## config.mk

```make
export PLATFORM = sky130hd
export DESIGN_NAME = seq_div_op
export DESIGN_NICKNAME = d
export VERILOG_FILES = /design/src/rtl/seq_div_op.sv
export SDC_FILE = /design/constraint.sdc
export NUM_CORES = 1
export LEC_CHECK = 0
export BUFFER_PORTS_ARGS = -buffer_cell sky130_fd_sc_hd__buf_2
export CORE_ASPECT_RATIO = 0.5
export CORE_MARGIN = 2
export CORE_UTILIZATION = 50
export CTS_CLUSTER_DIAMETER = 30
export CTS_CLUSTER_SIZE = 8
export DETAILED_ROUTE_END_ITERATION = 16
export GPL_TIMING_DRIVEN = 0
export PLACE_DENSITY = 0.75
export SLEW_MARGIN = 20
export SYNTH_ARGS = -nofsm -noshare
export SYNTH_HDL_FRONTEND = slang
export SYNTH_SLANG_ARGS = --single-unit
export TNS_END_PERCENT = 1
```

## constraint.sdc

```tcl
create_clock -name CLK -period 9.8 [get_ports CLK]
set_clock_uncertainty 0.15 [all_clocks]
set_input_delay 0.49 -clock CLK [delete_from_list [all_inputs] [get_ports CLK]]
set_output_delay 0.49 -clock CLK [all_outputs]
set_load 0.05 [all_outputs]
```

## src/rtl/seq_div_op.sv

```systemverilog
// Multi-cycle radix-2 restoring divider: signed or unsigned A / B producing
// a truncated quotient and a dividend-signed remainder after a fixed N+2 cycles.
module seq_div_op #(
  parameter int N = 64,
  parameter int M = 64
) (
  input  logic         CLK,
  input  logic         RST,
  input  logic         START,
  input  logic         S0,
  input  logic [N-1:0] A,
  input  logic [M-1:0] B,
  output logic         BUSY,
  output logic         VALID,
  output logic [N-1:0] Q,
  output logic [M-1:0] R,
  output logic         DIV0,
  output logic         OVF
);

  localparam int CW = (N > 1) ? $clog2(N) : 1;

  typedef enum logic [1:0] {IDLE, CALC, FIX, DONE} state_t;

  state_t        state;
  logic [CW-1:0] cnt;
  logic [M:0]    p_reg;   // partial remainder
  logic [N-1:0]  d_reg;   // dividend shifting out, quotient shifting in
  logic [M-1:0]  b_mag;
  logic          sign_q;
  logic          sign_r;
  logic          div0_case;
  logic          ovf_case;

  logic [N-1:0]  a_mag_in;
  logic [M-1:0]  b_mag_in;
  logic          a_min;
  logic          b_neg_one;
  logic [M+1:0]  shifted;
  logic [M+1:0]  trial;

  // Magnitudes use wrap-around negation, so -2^(N-1) maps onto 2^(N-1).
  always_comb begin
    a_mag_in  = (S0 && A[N-1]) ? -A : A;
    b_mag_in  = (S0 && B[M-1]) ? -B : B;
    a_min     = (A == {1'b1, {(N-1){1'b0}}});
    b_neg_one = &B;
    shifted   = {p_reg, d_reg[N-1]};
    trial     = shifted - {2'b00, b_mag};
  end

  // NOTE: every register here, datapath included, is cleared by the
  // synchronous reset so an aborted operation leaves nothing behind.
  always_ff @(posedge CLK) begin
    if (RST) begin
      state     <= IDLE;
      cnt       <= '0;
      p_reg     <= '0;
      d_reg     <= '0;
      b_mag     <= '0;
      sign_q    <= 1'b0;
      sign_r    <= 1'b0;
      div0_case <= 1'b0;
      ovf_case  <= 1'b0;
      BUSY      <= 1'b0;
      VALID     <= 1'b0;
      Q         <= '0;
      R         <= '0;
      DIV0      <= 1'b0;
      OVF       <= 1'b0;
    end else begin
      // NOTE: non-blocking assignments, so BUSY/VALID see the state
      // before this edge's transition and lag it by exactly one cycle.
      BUSY  <= (state != IDLE);
      VALID <= (state == DONE);
      unique case (state)
        IDLE: begin
          if (START) begin
            d_reg     <= a_mag_in;
            b_mag     <= b_mag_in;
            p_reg     <= '0;
            cnt       <= CW'(N - 1);
            sign_q    <= S0 & (A[N-1] ^ B[M-1]);
            sign_r    <= S0 & A[N-1];
            div0_case <= (B == '0);
            ovf_case  <= S0 & a_min & b_neg_one;
            state     <= CALC;
          end
        end
        CALC: begin
          d_reg <= {d_reg[N-2:0], ~trial[M+1]};
          p_reg <= trial[M+1] ? shifted[M:0] : trial[M:0];
          if (cnt == '0) state <= FIX;
          else           cnt   <= cnt - CW'(1);
        end
        FIX: begin
          DIV0 <= div0_case;
          OVF  <= ovf_case;
          if (div0_case) begin
            Q <= '1;
            R <= '0;
          end else if (ovf_case) begin
            Q <= {1'b1, {(N-1){1'b0}}};
            R <= '0;
          end else begin
            Q <= sign_q ? -d_reg : d_reg;
            R <= sign_r ? -p_reg[M-1:0] : p_reg[M-1:0];
          end
          state <= DONE;
        end
        DONE:    state <= IDLE;
        default: state <= IDLE;
      endcase
    end
  end

endmodule

```

# Yosys cells after proc, flatten, opt, wreduce, memory -nomap -nowiden
# Index checks and enable logic that the tools add are counted.
dict set report op_classes {
  add_sub_neg 6
  n_eq_ne 7
  mux 19
  bitwise_logic 6
  reduce_logical 12
}
# op count
set op_table {}
lappend op_table {{$mux W64} 9}
lappend op_table {{$neg A64 Y64} 4}
lappend op_table {{$mux W65} 2}
lappend op_table {{$pmux W65 S2} 1}
lappend op_table {{$pmux W64 S2} 1}
lappend op_table {{$sub A66 B64 Y66} 1}
lappend op_table {{$eq A64 B64 Y1 const B} 1}
lappend op_table {{$logic_not A64 Y1} 1}
lappend op_table {{$reduce_and A64 Y1} 1}
lappend op_table {{$mux W6} 2}
lappend op_table {{$pmux W6 S2} 1}
lappend op_table {{$pmux W2 S4} 1}
lappend op_table {{$logic_not A6 Y1} 1}
lappend op_table {{$ne A2 B2 Y1 const B} 3}
lappend op_table {{$reduce_and A2 Y1} 3}
lappend op_table {{$sub A6 B1 Y6 const B} 1}
lappend op_table {{$and A1 B1 Y1} 4}
lappend op_table {{$eq A2 B2 Y1 const B} 2}
lappend op_table {{$mux W2} 2}
lappend op_table {{$reduce_bool A2 Y1} 2}
lappend op_table {{$reduce_and A3 Y1} 1}
lappend op_table {{$eq A2 B1 Y1 const B} 1}
lappend op_table {{$logic_and A1 B1 Y1} 2}
lappend op_table {{$logic_not A2 Y1} 1}
lappend op_table {{2 further kinds} 2}
dict set report word_totals {
  regBits 337
  input_bits 132
  elab_cells 65
}

# Logic depth before layout (Yosys ltp)
dict set report depth {
  ltp_word 4
  ltp_mapped 15
}

# Worst setup path after synthesis
# No wires, ideal clock.
dict set report synth_timing {
  path_type {register to register}
  start {reg p_reg[5]}
  end {reg p_reg[53]}
  arrival_ns 3.100
  required_ns 9.526
  setup_slack_ns 6.426
  stages_incl_launch_ff 15
  cell_sequence {dfxtp_1 -> ha_1 -> clkbuf_1 -> and4_1 -> and2_1 -> o311ai_2 -> a211oi_1 -> a211oi_1 -> o21ai_1 -> xnor2_1 -> clkbuf_1 -> buf_2 -> buf_2 -> nand4b_1 -> nand3_1}
}
dict set report synth_between {
  elab_chain_len 3
}
# item line
set synth_rtl {}
lappend synth_rtl {{from (decl)} 27} ;# logic [M:0] p_reg;
lappend synth_rtl {{from (signal assigned)} 92} ;# p_reg <= trial[M+1] ? shifted[M:0] : trial[M:0];
lappend synth_rtl {{$sub A66 B64 Y66} 49} ;# trial = shifted - {2'b00, b_mag};
lappend synth_rtl {{$mux W65} 92}
lappend synth_rtl {{$pmux W65 S2} 76} ;# unique case (state)
# No other way between the ends.
# A chain may end at the register's enable or synchronous reset.

# Worst setup path in the final report
# Same ends and word-level chain as after synthesis.

==> metrics.md <==
| Metric | Value |
|---|---|
| CTS tree | `built` |
| Area post-placement | `around 24000 µm²` |
| Final hold slack | `roughly 0.064 ns` |
| Buf/Inv on CP | `4` |
| P_int | `about 4.4 mW` |
| Nets@finish | `about 3.5k` |
| # clock sinks | `roughly 340` |
| Setup CP Type | `reg -> reg` |
| Clock Tree Buf Depth | `3` |
| Clock latency on the worst-skew pair | `roughly 0.60 ns` |
| Ys async rst share | `0` |
| RSZ-0062 raised after global routing | `no` |
| Worst EP arrival | `about 5.0 ns` |
| Vias in the first global route | `21.9k` |
| Initial Util | `0.507` |
| Max-cap viol count | `0` |
| Max Clk Rate | `about 0.21 GHz` |
| Routed Antenna Nets | `0` |
| Top delay family on crit path | `compound AO/OA/AOI/OAI gates` |
| Grt ovf | `0` |
| Place WS | `~5.2 ns` |
| Setup TNS | `0 ns` |
| Num CTS Buffers | `58` |
| Largest net degree at the start of global routing | `16` |
| Worst path cell trace | `ha_1 > clkbuf_1 > and4_1 > and2_1 > o311ai_2 > a211oi_1 > a211oi_1 > o21ai_1 > xnor2_1 > clkbuf_1 > buf_2 > buf_2 > nand4b_1 > nand3_1` |
| Pwr Density | `between 300 and 400 nW/µm²` |
| Hold buffer count at cts | `0` |
| Root Buffer | `clkbuf_16` |
| Post-layout util | `0.597` |
| Max FO, Critical Path | `10` |
| Area of the core | `43600 µm²` |
| Synth cell types | `roughly 80` |
| Vias per cell | `about 6.1` |
| Final Worst Setup Slack | `~5.1 ns` |
| Sw power | `4.30 mW` |
| Synth Register Bits | `~340` |
| Post-route cell area | `roughly 26000 µm²` |
| Syn-to-layout area delta | `17.7%` |
| Final wirelength | `81200 µm` |
| CP max stage delay | `0.64 ns` |
| Worst min path class | `in -> reg` |
| Comb pwr share | `0.539` |
| Setup crit end kind | `register` |
| Worst-Margin Slew | `about 1.1 ns` |
| Number of setup buffers added after CTS | `0` |
| FP Rows | `54` |
| Gpl congestion | `around 0.98` |
| Clock share of power | `0.223` |
| Startpoint Class | `register` |
| DR pass1 iterations | `6` |
| Initial antenna violation count | `4` |
| Worst rel slew slack | `0.253` |
| Placed cell count | `3817` |
| Syn Std Cell Area | `about 22000 µm²` |
| IO Count | `roughly 260` |
| DR vias | `about 24k` |
| Mapped Avg Cell Area | `between 7 and 8 µm²` |
| GR Util All Layers | `0.339` |
| Post-layout total power | `~8.7 mW` |
| CTS resizes | `0` |
| Total die area | `between 40000 and 50000 µm²` |
| Worst-path clk slew | `~0.05 ns` |
| Post-detailed-route wirelength per cell | `~21 µm` |
| Hpwl dp | `roughly 64000 µm` |
| Die Height | `between 150 and 200 µm` |
| Minimum clock period | `between 4 and 5 ns` |
| Slew Viols, Final | `0` |
| Yosys Warn Count | `0` |
| Final Cycle Share | `0.482` |
| Leak | `approximately 11 nW` |
| Required time of the critical path | `approximately 10 ns` |
| Status | `complete, no violations` |
| Sw Share | `0.492` |
| First-pass GRT wire length | `~120000 µm` |
| H-tree depth | `2` |
| EDFF count, synth | `0` |
| Sequential power share | `0.238` |
| Synthesized instance count | `around 3.0k` |
| Port Buf Inserts | `between 200 and 300` |
| Final setup violating endpoints | `0` |
| VDD IR max | `between 150 and 200 µV` |
| Fin cells | `3914` |
| Max reg flops | `65` |
| Die width | `302 µm` |
| Mapped Nets | `about 3.2k` |
| Fin. Hold Viols | `0` |
| DRC viols | `0` |
| CP max stage cell | `a211oi_1` |
| Layout cells sized above 1 | `0.119` |
| Post-synthesis sequential area ratio | `0.305` |
| DRT iter0 DRCs | `approximately 2.6k` |
| Top FF cell, synth | `dfxtp_1` |
area by class of cell:
class                      instances  area (µm²)
clock buffer                      80        1700
inverter                         102         383
antenna                            3        7.51
tap                              588         736
sequential                       337        6750
fill                            4126       17600
buffer                           185         708
timing repair buffer             263        1320
clock inverter                    14         156
multi-input combinational       2342       14300
path summary, 6_finish.rpt:
path	start	endpoint	slack, ns	cells past startpoint
setup / recovery	p_reg[5]$_SDFFE_PP0P_	p_reg[53]$_SDFFE_PP0P_	5.07	14
hold / removal	B[0]	b_mag[0]$_SDFFE_PP0P_	0.06	3
setup reg to reg	p_reg[5]$_SDFFE_PP0P_	p_reg[53]$_SDFFE_PP0P_	5.07	14
hold reg to reg	R[58]$_SDFFE_PP0P_	R[58]$_SDFFE_PP0P_	0.30	2
cells in the mapped netlist (11+ instances only):
| library cell | number | area [µm²] |
|---|---|---|
| a211oi_1 | 89 | 668 |
| a21o_1 | 20 | 150 |
| a21oi_1 | 245 | 1230 |
| a22o_1 | 12 | 105 |
| a22oi_1 | 40 | 300 |
| a31oi_1 | 15 | 93.8 |
| and2_1 | 17 | 106 |
| and3_1 | 15 | 93.8 |
| clkbuf_1 | 169 | 634 |
| dfxtp_1 | 337 | 6750 |
| ha_1 | 76 | 951 |
| inv_1 | 100 | 375 |
| nand2_1 | 378 | 1420 |
| nand2b_1 | 18 | 113 |
| nand3_1 | 33 | 165 |
| nand4_1 | 45 | 282 |
| nor2_1 | 294 | 1100 |
| nor2b_1 | 16 | 100 |
| nor3_1 | 54 | 270 |
| nor4_1 | 28 | 175 |
| o211a_1 | 25 | 250 |
| o211ai_1 | 23 | 173 |
| o21ai_0 | 304 | 1520 |
| o21bai_1 | 11 | 82.6 |
| o31ai_1 | 58 | 435 |
| o41ai_1 | 29 | 254 |
| or3_1 | 46 | 288 |
| or4_1 | 30 | 225 |
| xnor2_1 | 128 | 1120 |
| xor2_1 | 173 | 1520 |
power by group through the flow:
stage | logic [mW] | registers, mW | clock network (mW)
6_report | 4.71 | 2.08 | 1.95
2_1_floorplan | 2.99 | 2.33 | 0
3_5_place_dp | 4.58 | 2.09 | 0
4_1_cts | 4.60 | 2.06 | 1.96
5_1_grt | 5.11 | 2.11 | 2.01
3_3_place_gp | 4.54 | 2.07 | 0
cell usage in the layout, fill, tap and decap left out, drive strengths merged, types with 20 or more instances in the layout:
| master | Yosys | layout |
|---|---|---|
| a21o | 20 | 20 |
| nor3 | 55 | 55 |
| nand4 | 46 | 46 |
| o211a | 25 | 25 |
| o31ai | 59 | 59 |
| o41ai | 31 | 31 |
| ha | 76 | 76 |
| xnor2 | 128 | 128 |
| a22oi | 40 | 40 |
| nor4 | 31 | 31 |
| clkbuf | 169 | 249 |
| nand3 | 34 | 34 |
| a211oi | 89 | 89 |
| o211ai | 23 | 23 |
| dfxtp | 337 | 337 |
| nor2 | 297 | 297 |
| or4 | 35 | 35 |
| buf | 16 | 279 |
| a21oi | 245 | 245 |
| or3 | 47 | 47 |
| nand2 | 379 | 379 |
| inv | 101 | 103 |
| xor2 | 173 | 173 |
| o21ai | 310 | 310 |
metal layers:
| layer | track usage | wire [µm] | vias to the layer above |
|---|---|---|---|
| met5 | 0 | 0 | - |
| met1 | 0.466 | 35100 | 11180 |
| met4 | 0.134 | 3050 | 0 |
| met2 | 0.521 | 35200 | 1146 |
| li1 | - | - | 11280 |
| met3 | 0.0666 | 7900 | 206 |
worst register-to-register path: stages, from the launching register on:
cell and delay, ns:
dfxtp_1 0.45, ha_1 0.27, clkbuf_1 0.18, and4_1 0.26
and2_1 0.17, o311ai_2 0.44, a211oi_1 0.20, a211oi_1 0.64
o21ai_1 0.19, xnor2_1 0.22, clkbuf_1 0.43, buf_2 0.43
buf_2 0.31, nand4b_1 0.16, nand3_1 0.08
cell families after synthesis:
group                      Yosys count  share of synthesized area
adders and majority gates           77                     0.0439
muxes                                6                    0.00271
buffers and inverters              287                     0.0493
DFF                                337                      0.305
xor gates and xnor gates           301                      0.119
and+or+nand+nor                   1016                      0.214
AOI/OAI and AO/OA                  942                      0.266
No activity file was read; power rests on OpenSTA's default activity.
